**src/rtl/overlay_pkg.sv**
```systemverilog
// Shared definitions for the text overlay sequencer: state codes, screen geometry and the colour palette.
package overlay_pkg;

    localparam int SCREEN_W     = 640;
    localparam int SCREEN_H     = 480;
    localparam int TEXT_TOTAL_W = 142;

    typedef enum logic [2:0] {
        SEQ_IDLE      = 3'd0,
        SEQ_SLIDE_IN  = 3'd1,
        SEQ_HOLD      = 3'd2,
        SEQ_BLINK     = 3'd3,
        SEQ_SLIDE_OUT = 3'd4,
        SEQ_GAP       = 3'd5
    } seq_state_e;

    // Plain vector codes so the debug port and recovery compare stay legacy-compatible.
    localparam logic [2:0] ST_IDLE      = SEQ_IDLE;
    localparam logic [2:0] ST_SLIDE_IN  = SEQ_SLIDE_IN;
    localparam logic [2:0] ST_HOLD      = SEQ_HOLD;
    localparam logic [2:0] ST_BLINK     = SEQ_BLINK;
    localparam logic [2:0] ST_SLIDE_OUT = SEQ_SLIDE_OUT;
    localparam logic [2:0] ST_GAP       = SEQ_GAP;

    function automatic logic [5:0] palette_rgb(input logic [1:0] idx);
        case (idx)
            2'd0:    return 6'b110110;
            2'd1:    return 6'b111100;
            2'd2:    return 6'b001111;
            default: return 6'b111111;
        endcase
    endfunction

endpackage

```
**src/rtl/frame_tick_counter.sv**
```systemverilog
// Frame counter with synchronous clear, tick-enable and terminal-count compare; shared by HOLD, BLINK and GAP.
module frame_tick_counter #(
    parameter int WIDTH = 8
) (
    input  logic             clk,
    input  logic             rst_n,
    input  logic             clr,
    input  logic             inc,
    input  logic [WIDTH-1:0] terminal,
    output logic             tc
);

    logic [WIDTH-1:0] count;

    always_ff @(posedge clk or negedge rst_n) begin
        if (!rst_n) begin
            count <= '0;
        end else if (clr) begin
            count <= '0;
        end else if (inc) begin
            count <= count + WIDTH'(1);
        end
    end

    assign tc = (count == terminal);

endmodule

```
**src/rtl/text_overlay_sequencer.sv**
```systemverilog
// Frame-rate animation controller for the text overlay: slide in, hold, blink, slide out, gap, repeat.
//
// state     | meaning
// IDLE      | disabled, text hidden at START_X
// SLIDE_IN  | x0 advances STEP per frame up to TARGET_X
// HOLD      | text parked at centre for HOLD_FRAMES
// BLINK     | visibility toggles every BLINK_HALF frames, BLINK_TOGGLES times
// SLIDE_OUT | x0 advances STEP per frame until it would reach EXIT_X
// GAP       | text hidden for GAP_FRAMES, then next colour and restart
module text_overlay_sequencer
    import overlay_pkg::*;
#(
    parameter int STEP          = 4,
    parameter int START_X       = 0,
    parameter int TARGET_X      = SCREEN_W / 2 - TEXT_TOTAL_W / 2,
    parameter int EXIT_X        = SCREEN_W,
    parameter int HOLD_FRAMES   = 120,
    parameter int BLINK_HALF    = 15,
    parameter int BLINK_TOGGLES = 6,
    parameter int GAP_FRAMES    = 60
) (
    input  logic       clk,
    input  logic       rst_n,
    input  logic       frame_start,
    input  logic       enable,
    output logic       text_visible,
    output logic [9:0] text_x0,
    output logic [5:0] text_rgb,
    output logic       loop_done,
    output logic [2:0] seq_state
);

    if (STEP < 1 || STEP > 383) begin : g_bad_step
        $error("text_overlay_sequencer: STEP must be 1..383");
    end
    if (HOLD_FRAMES < 1 || HOLD_FRAMES > 256 || BLINK_HALF < 1 || BLINK_HALF > 256 ||
        GAP_FRAMES < 1 || GAP_FRAMES > 256) begin : g_bad_frames
        $error("text_overlay_sequencer: frame counts must be 1..256");
    end
    if (BLINK_TOGGLES < 2 || BLINK_TOGGLES > 256 || (BLINK_TOGGLES % 2) != 0) begin : g_bad_toggles
        $error("text_overlay_sequencer: BLINK_TOGGLES must be even and 2..256");
    end

    localparam logic [7:0]  HOLD_TC    = 8'(HOLD_FRAMES - 1);
    localparam logic [7:0]  BLINK_TC   = 8'(BLINK_HALF - 1);
    localparam logic [7:0]  GAP_TC     = 8'(GAP_FRAMES - 1);
    localparam logic [7:0]  TOGGLE_END = 8'(BLINK_TOGGLES - 1);
    localparam logic [9:0]  X_START    = 10'(START_X);
    localparam logic [9:0]  X_TARGET   = 10'(TARGET_X);
    localparam logic [10:0] X_TARGET_W = 11'(TARGET_X);
    localparam logic [10:0] X_EXIT_W   = 11'(EXIT_X);

    logic [2:0]  state;
    logic [1:0]  palette_idx;
    logic [7:0]  blink_cnt;
    logic        tick;
    logic        counting;
    logic        bad_state;
    logic        cnt_clr;
    logic        cnt_inc;
    logic        cnt_tc;
    logic [7:0]  cnt_terminal;
    logic [10:0] x_next;

    assign tick      = frame_start & enable;
    assign bad_state = (state > ST_GAP);
    assign counting  = (state == ST_HOLD) || (state == ST_BLINK) || (state == ST_GAP);
    // 11-bit sum so the clamp and exit compares never see a 10-bit wrap.
    assign x_next    = {1'b0, text_x0} + 11'(STEP);

    always_comb begin
        cnt_terminal = GAP_TC;
        case (state)
            ST_HOLD:  cnt_terminal = HOLD_TC;
            ST_BLINK: cnt_terminal = BLINK_TC;
            default:  cnt_terminal = GAP_TC;
        endcase
    end

    // Counter restarts from zero on every state entry, since each leaving tick clears it.
    assign cnt_inc = tick & counting & ~cnt_tc;
    assign cnt_clr = ~enable | bad_state | (tick & (~counting | cnt_tc));

    frame_tick_counter #(.WIDTH(8)) u_frame_cnt (
        .clk      (clk),
        .rst_n    (rst_n),
        .clr      (cnt_clr),
        .inc      (cnt_inc),
        .terminal (cnt_terminal),
        .tc       (cnt_tc)
    );

    always_ff @(posedge clk or negedge rst_n) begin
        if (!rst_n) begin
            state        <= ST_IDLE;
            text_visible <= 1'b0;
            text_x0      <= X_START;
            text_rgb     <= palette_rgb(2'd0);
            loop_done    <= 1'b0;
            palette_idx  <= 2'd0;
            blink_cnt    <= 8'd0;
        end else if (!enable || bad_state) begin
            state        <= ST_IDLE;
            text_visible <= 1'b0;
            text_x0      <= X_START;
            loop_done    <= 1'b0;
            blink_cnt    <= 8'd0;
        end else begin
            loop_done <= 1'b0;
            if (frame_start) begin
                case (state)
                    ST_IDLE: begin
                        state        <= ST_SLIDE_IN;
                        text_visible <= 1'b1;
                        text_x0      <= X_START;
                    end
                    ST_SLIDE_IN: begin
                        if (x_next >= X_TARGET_W) begin
                            text_x0 <= X_TARGET;
                            state   <= ST_HOLD;
                        end else begin
                            text_x0 <= x_next[9:0];
                        end
                    end
                    ST_HOLD: begin
                        if (cnt_tc) state <= ST_BLINK;
                    end
                    ST_BLINK: begin
                        if (cnt_tc) begin
                            if (blink_cnt == TOGGLE_END) begin
                                state        <= ST_SLIDE_OUT;
                                text_visible <= 1'b1;
                                blink_cnt    <= 8'd0;
                            end else begin
                                text_visible <= ~text_visible;
                                blink_cnt    <= blink_cnt + 8'd1;
                            end
                        end
                    end
                    ST_SLIDE_OUT: begin
                        if (x_next >= X_EXIT_W) begin
                            text_visible <= 1'b0;
                            state        <= ST_GAP;
                            loop_done    <= 1'b1;
                        end else begin
                            text_x0 <= x_next[9:0];
                        end
                    end
                    ST_GAP: begin
                        if (cnt_tc) begin
                            state        <= ST_SLIDE_IN;
                            text_x0      <= X_START;
                            text_visible <= 1'b1;
                            palette_idx  <= palette_idx + 2'd1;
                            text_rgb     <= palette_rgb(palette_idx + 2'd1);
                        end
                    end
                    default: state <= ST_IDLE;
                endcase
            end
        end
    end

    assign seq_state = state;

endmodule

```
**config.mk**
```make
export PLATFORM = sky130hd
export DESIGN_NAME = text_overlay_sequencer
export DESIGN_NICKNAME = d
export VERILOG_FILES = /design/src/rtl/overlay_pkg.sv /design/src/rtl/frame_tick_counter.sv /design/src/rtl/text_overlay_sequencer.sv
export SDC_FILE = /design/constraint.sdc
export NUM_CORES = 1
export LEC_CHECK = 0
export CAP_MARGIN = 25
export CORE_ASPECT_RATIO = 0.7
export CORE_MARGIN = 5
export CORE_UTILIZATION = 35
export CTS_BUF_LIST = sky130_fd_sc_hd__clkbuf_8
export DETAILED_ROUTE_END_ITERATION = 16
export PLACE_DENSITY = 0.6
export SLEW_MARGIN = 30
export SYNTH_ARGS = -nofsm -noshare
export SYNTH_HDL_FRONTEND = slang
export SYNTH_SLANG_ARGS = --single-unit
```
**constraint.sdc**
```tcl
create_clock -name clk -period 3.2 [get_ports clk]
set_clock_uncertainty 0.05 [all_clocks]
set_input_delay 0.64 -clock clk [delete_from_list [all_inputs] [get_ports clk]]
set_output_delay 0.64 -clock clk [all_outputs]
set_load 0.02 [all_outputs]
```
==> impl_metrics.json <==
{
  "coreArea_sq_um": 6310,
  "grt_usage_pct": 13.1,
  "finalSetupViolCount": 0,
  "clockBufferDepth": 2,
  "die_area_sq_um": 8320,
  "required_ns": 3.31,
  "setup_ws_ns": 0.338,
  "hold_class": "input port to asynchronous set/reset pin",
  "dp_cells": 342,
  "worstPathMaxFanout": 12,
  "arrival_ns": 2.98,
  "n_antenna_cell": 0,
  "max_freq_mhz": 349,
  "final_area_sq_um": 2700,
  "synth_warnings": 0,
  "die-height_um": 77.8,
  "mostFrequentLayoutCells": "dfrtp_1 (33), nand2_1 (22), nor2_1 (22), clkdlybuf4s50_1 (21), o21ai_0 (16)",
  "synthesis.area_sq_um": 2300,
  "seqCellArea_sq_um": 878,
  "portBuffers": 22,
  "first_iter_violations": 144,
  "worst_pin_slew_ns": 0.810,
  "cts_setup_buffers": 0,
  "root_buffer": "clkbuf_8",
  "cellPowerDensity_nw_per_um2": 496,
  "multi_input_area_sq_um": 1310,
  "antenna_found_initial": 0,
  "pre_cts_ws_ns": 0.312,
  "synth_top_flop_cell": "dfrtp_1",
  "grt_pass1_vias": 1773,
  "min_period_ns": 2.86,
  "drive_gt1_share_pct": 11.8,
  "hold_buffers": 0,
  "htreeDepth": 2,
  "critPathKind": "flip-flop to flip-flop",
  "rsz0062_at_grt": "no",
  "dr_total_vias": 1868,
  "final_common_cell": "dfrtp_1",
  "wirelength_um": 5320,
  "dpl.hpwl_um": 3930,
  "min_period_over_period_pct": 89.5,
  "start_util_pct": 36.5,
  "ios": 25,
  "maxSlewHeadroom_pct": 46.0,
  "tritoncts": "built",
  "nNetsFinal": 283,
  "drv_slew": 0,
  "grt_max_degree": 36,
  "rows": 24,
  "n_fill_cell": 635,
  "hold_violations": 0,
  "cts_resized": 0,
  "ys_ff_latch": 35,
  "yosysSeqAreaShare_pct": 38.2,
  "power_mw": 1.34,
  "cts.clk_slew.worst_paths_ns": 0.08,
  "cp-end-kind": "flip-flop",
  "cap_viol_max_count": 0,
  "async_reset_ff_share_pct": 100,
  "status": "completed",
  "clock-sinks": 35,
  "post_drt_wl_per_cell_um": 15.2,
  "synth_edf_count": 0,
  "tns_ns": 0,
  "first_pass_iters": 4,
  "die_x_um": 107,
  "syn_avg_cell_area_sq_um": 9.20,
  "grt_pass1_wl_um": 8960,
  "layout.cells.non_filler": 350,
  "clock_latency_ns": 0.29,
  "startpoint_type": "flip-flop",
  "grt.overflow.total": 0,
  "ant_nets": 0,
  "syn_to_final_growth_pct": 17.2,
  "drc": 0,
  "ys_types": 58,
  "synthCells": 250,
  "ir_worst_vdd_mv": 0.289,
  "p_leak_nw": 1.18,
  "gp_congestion": 0.864,
  "cts_buffers": 5,
  "syn-num-nets": 262,
  "place_area_sq_um": 2580,
  "via_per_inst": 5.34
}
## final cells by class
type                            instances  area share (%)
Clock buffer                            5            2.55
Clock inverter                          3            1.72
Inverter                               10            1.39
Multi-Input combinational cell        191            48.5
Sequential cell                        35            32.6
Tap cell                               78            3.62
Timing Repair Buffer                   28            9.65
## path summary, 6_finish.rpt
path,start,end,slack [ns],cells after the start
min in group clk,text_rgb[1],text_rgb[1],0.43,2
worst min register to register,text_rgb[1],text_rgb[1],0.43,2
worst max-delay path,seq_state[1],seq_state[0],0.34,6
worst min-delay path,rst_n,blink_cnt[3],0.39,1
max in group asynchronous,rst_n,seq_state[0],2.19,1
worst max register to register,seq_state[1],seq_state[0],0.34,6
## state kept, by name (all words and copies together), names as in the netlist
name	flops
blink_cnt	8
loop_done	1
palette_idx	1
seq_state	3
text_rgb	4
text_visible	1
text_x0	9
u_frame_cnt.count	8
## logic make-up after synthesis
logic type      after synthesis  share of synthesized area [%]
other cells                   2                          0.326
simple gates                103                           24.4
fa+ha+maj                     8                           4.35
mux                          10                           5.00
compound gates               56                           18.2
flops                        35                           38.2
xor+xnor                     12                           4.57
buf+inv                      24                           4.95
## routing by layer
layer	wire length, um	vias up	part of all wire [%]	GRT usage, %
met2	2110	38	40	17.7
met4	14	0	0.26	2.30
li1	-	937	-	-
met5	0	-	0	0
met1	2890	891	54	20.6
met3	305	2	5.7	3.81
## synth_stat cells (2+ instances only)
cell type	count	share of area, %
a211oi_1	2	0.65
a21o_1	2	0.65
a21oi_1	3	0.65
a31oi_1	2	0.54
and2_1	2	0.54
and3_1	9	2.4
and3b_1	2	0.76
buf_4	4	1.3
clkbuf_1	8	1.3
conb_1	2	0.33
dfrtp_1	33	36
dfstp_2	2	2.3
ha_1	8	4.4
inv_1	10	1.6
mux2_2	4	2.0
mux2_4	2	1.3
mux2i_1	4	1.7
nand2_1	22	3.6
nand2b_1	4	1.1
nand3_1	11	2.4
nand4_1	5	1.4
nor2_1	22	3.6
nor2b_1	5	1.4
nor3_1	5	1.1
nor3b_1	3	0.98
nor4_1	2	0.54
nor4bb_1	3	1.3
o2111ai_1	3	1.1
o21ai_0	16	3.5
o31a_1	4	1.5
o31ai_1	9	2.9
xor2_1	11	4.2
## report_power, final
part	switching, mW	internal, mW
combinational	0.225	0.183
clock	0.171	0.235
sequential	0.0531	0.472
## metrics by stage
| step | util (%) | hold WS [ns] |
|---|---|---|
| 2_1_floorplan | - | 0.294 |
| 3_3_place_gp | 41.0 | 0.424 |
| 3_5_place_dp | 41.0 | 0.424 |
| 4_1_cts | 42.8 | 0.407 |
| 5_1_grt | 42.8 | 0.449 |
| 6_report | 42.8 | 0.386 |
## critical path: stages, from the launching register on
cell      delay, ns
dfrtp_1        0.52
nor2b_4        0.21
or4b_4         0.52
a211oi_4       0.43
o221ai_1       0.21
or4_4          0.49
mux2_4         0.32
No activity file was read; power rests on OpenSTA's default activity.
==> RTL change (same flow settings) <==
Compare `blink_cnt` against `TOGGLE_END` with >= in place of ==.
--- a/src/rtl/text_overlay_sequencer.sv
+++ b/src/rtl/text_overlay_sequencer.sv
@@ -127,7 +127,7 @@
                     end
                     ST_BLINK: begin
                         if (cnt_tc) begin
-                            if (blink_cnt == TOGGLE_END) begin
+                            if (blink_cnt >= TOGGLE_END) begin
                                 state        <= ST_SLIDE_OUT;
                                 text_visible <= 1'b1;
                                 blink_cnt    <= 8'd0;
Check against the original RTL: no difference found for any inputs over 10 cycles, from zero or initial values and one cycle with rst_n low; that may be too few to reach the edited logic, so the function may still have changed.
==> RTL change against the unedited design <==
  * Sequential share of layout area increased by 0.71 points
  * Synthesized cell count increased by 1.2%
  * Sequential cell count unchanged
  * Final area is 2.1% lower
  * Setup slack gained 0.033 ns
  * Area after synthesis down 2.3%
  * Fmax grew 1.2%
  * Routed wire length shrank 0.11%
  * Via count grew 3.1%
  * Global-route usage grew 0.40 points
Power is not compared: it rests on default switching activity, and its combinational part moved more than twofold at a synthesized area within 25%.
==> RTL change: results (changes against the unedited design) <==
fraction of final layout cells sized beyond drive strength 1=7.636% (-4.1 points); static leakage=0.001146 uW; asr flop ratio synth=100.0% (unchanged); crit path max fanout=14 (+2); postcts setup bufs=0 (unchanged); largest net degree at the start of global routing=36 (unchanged); sequential-to-total area share from yosys stat=39.09% (+0.91 points); Via Count=1,926 (+3.1%); biggest regs=text_x0 x9, blink_cnt x8, u_frame_cnt.count x8; Final Hold Vio Count=0 (unchanged); CTS-repair resized insts=0 (unchanged); CP arrival=2.97 ns (about the same); Max clock buf depth=2 (unchanged); clock-pin slew on the worst setup and hold paths=0.08 ns (about the same); Layout fillers=632 (-0.47%); Largest stage delay, worst path=0.60 ns (+0.08 ns); Core ar.=0.006246 mm2 (-0.95%); run status=finished, final reports clean; Hold Crit Class=in -> async; clk_lat worst skew=0.30 ns; nets@finish=287 (+1.4%); vias in the first global route=1,763 (-0.56%); slowest CP cell=dfrtp_1; Yosys cell types=56 (-3.4%); largest cells by area after synthesis=dfrtp_1 (37%), ha_1 (5.0%), nor2_1 (4.7%), nand2_1 (4.5%), mux2i_1 (3.1%); initial DRC count=144 (unchanged); worst vdd ir=0.0001666 V; routed wire length=5313 um (-0.11%); Port Buffer Count=22 (unchanged); H-tree Lvls=2 (unchanged); Final Wtd Congestion=0.8360 (-3.2%); GRT Util Overall=13.50% (+0.40 points); Post-synth top cells=dfrtp_1 (33), nor2_1 (28), nand2_1 (27), inv_1 (14), o21ai_0 (10); Worst Max-Slew Pin Slew=0.8078 ns (-0.002450 ns); yosys warns=0 (unchanged); first-pass GRT wire length=8956 um (unchanged); Syn Nets=266 (+1.5%); ant diodes=0 (unchanged); antenna violations before repair=0 (unchanged); Detailed Place HPWL=3790 um (-3.7%); Num CTS Buffers=5 (unchanged); detailed-router iteration count before antenna repair=5 (+1); Internal=724.5 uW
## RTL change: power by group through the flow
stage | Clock [uW] | Combinational (uW) | Sequential [uW]
floorplan | 0 | 61.8 | 476
global placement | 0 | 112 | 470
detailed placement | 0 | 113 | 471
CTS | 417 | 113 | 462
global route | 437 | 125 | 464
finish | 406 | 113 | 462
## RTL change: critical path: cells and delay by family, from the launching register on
family          cells  cell delay (ns)
compound gates      2             0.77
xor+xnor            1             0.21
simple gates        3             1.09
flops               1             0.60
## RTL change: final cells by class
type | count | share of cell area [%]
inverters | 14 | 1.991
clock inverters | 3 | 1.659
flip-flops and latches | 35 | 33.27
well taps | 78 | 3.697
repair buffers | 26 | 9.289
multi-input cells | 192 | 47.49
clock buffers | 5 | 2.607
## RTL change: layer usage
layer	wire length, um	global-route usage (%)
met1	2911	21.66
met2	2001	17.37
met3	366	4.027
met4	34	2.717
met5	0	0
## RTL change: kinds of logic after synthesis
kind of cell	after synthesis	share of synthesized area, %
simple gates	105	23.39
fa+ha+maj	9	5.011
compound gates	59	19.93
xor+xnor	9	3.508
mux	8	3.619
other cells	2	0.3342
flops	35	39.09
buf+inv	26	5.122
## RTL change: metrics by stage
step	instance area (um2)	instances	hold slack, ns	setup slack (ns)
final	2640	353	0.3796	0.3703
after global routing	2640	353	0.4501	0.1564
after CTS	2640	353	0.4151	0.3929
after detailed placement	2527	345	0.4093	0.3160
after global placement	2527	345	0.4071	0.3378
after floorplan	2247	253	0.2944	0.9644
## RTL change: worst paths after layout
kind / from / end / slack [ns] / cells past startpoint
max: seq_state[1] / text_x0[9] / 0.37 / 6
min: rst_n / blink_cnt[7] / 0.38 / 1
max reg2reg: seq_state[1] / text_x0[9] / 0.37 / 6
min reg2reg: text_rgb[1] / text_rgb[1] / 0.42 / 2
max in group asynchronous: rst_n / u_frame_cnt.count[4] / 2.20 / 1
min in group clk: text_rgb[1] / text_rgb[1] / 0.42 / 2
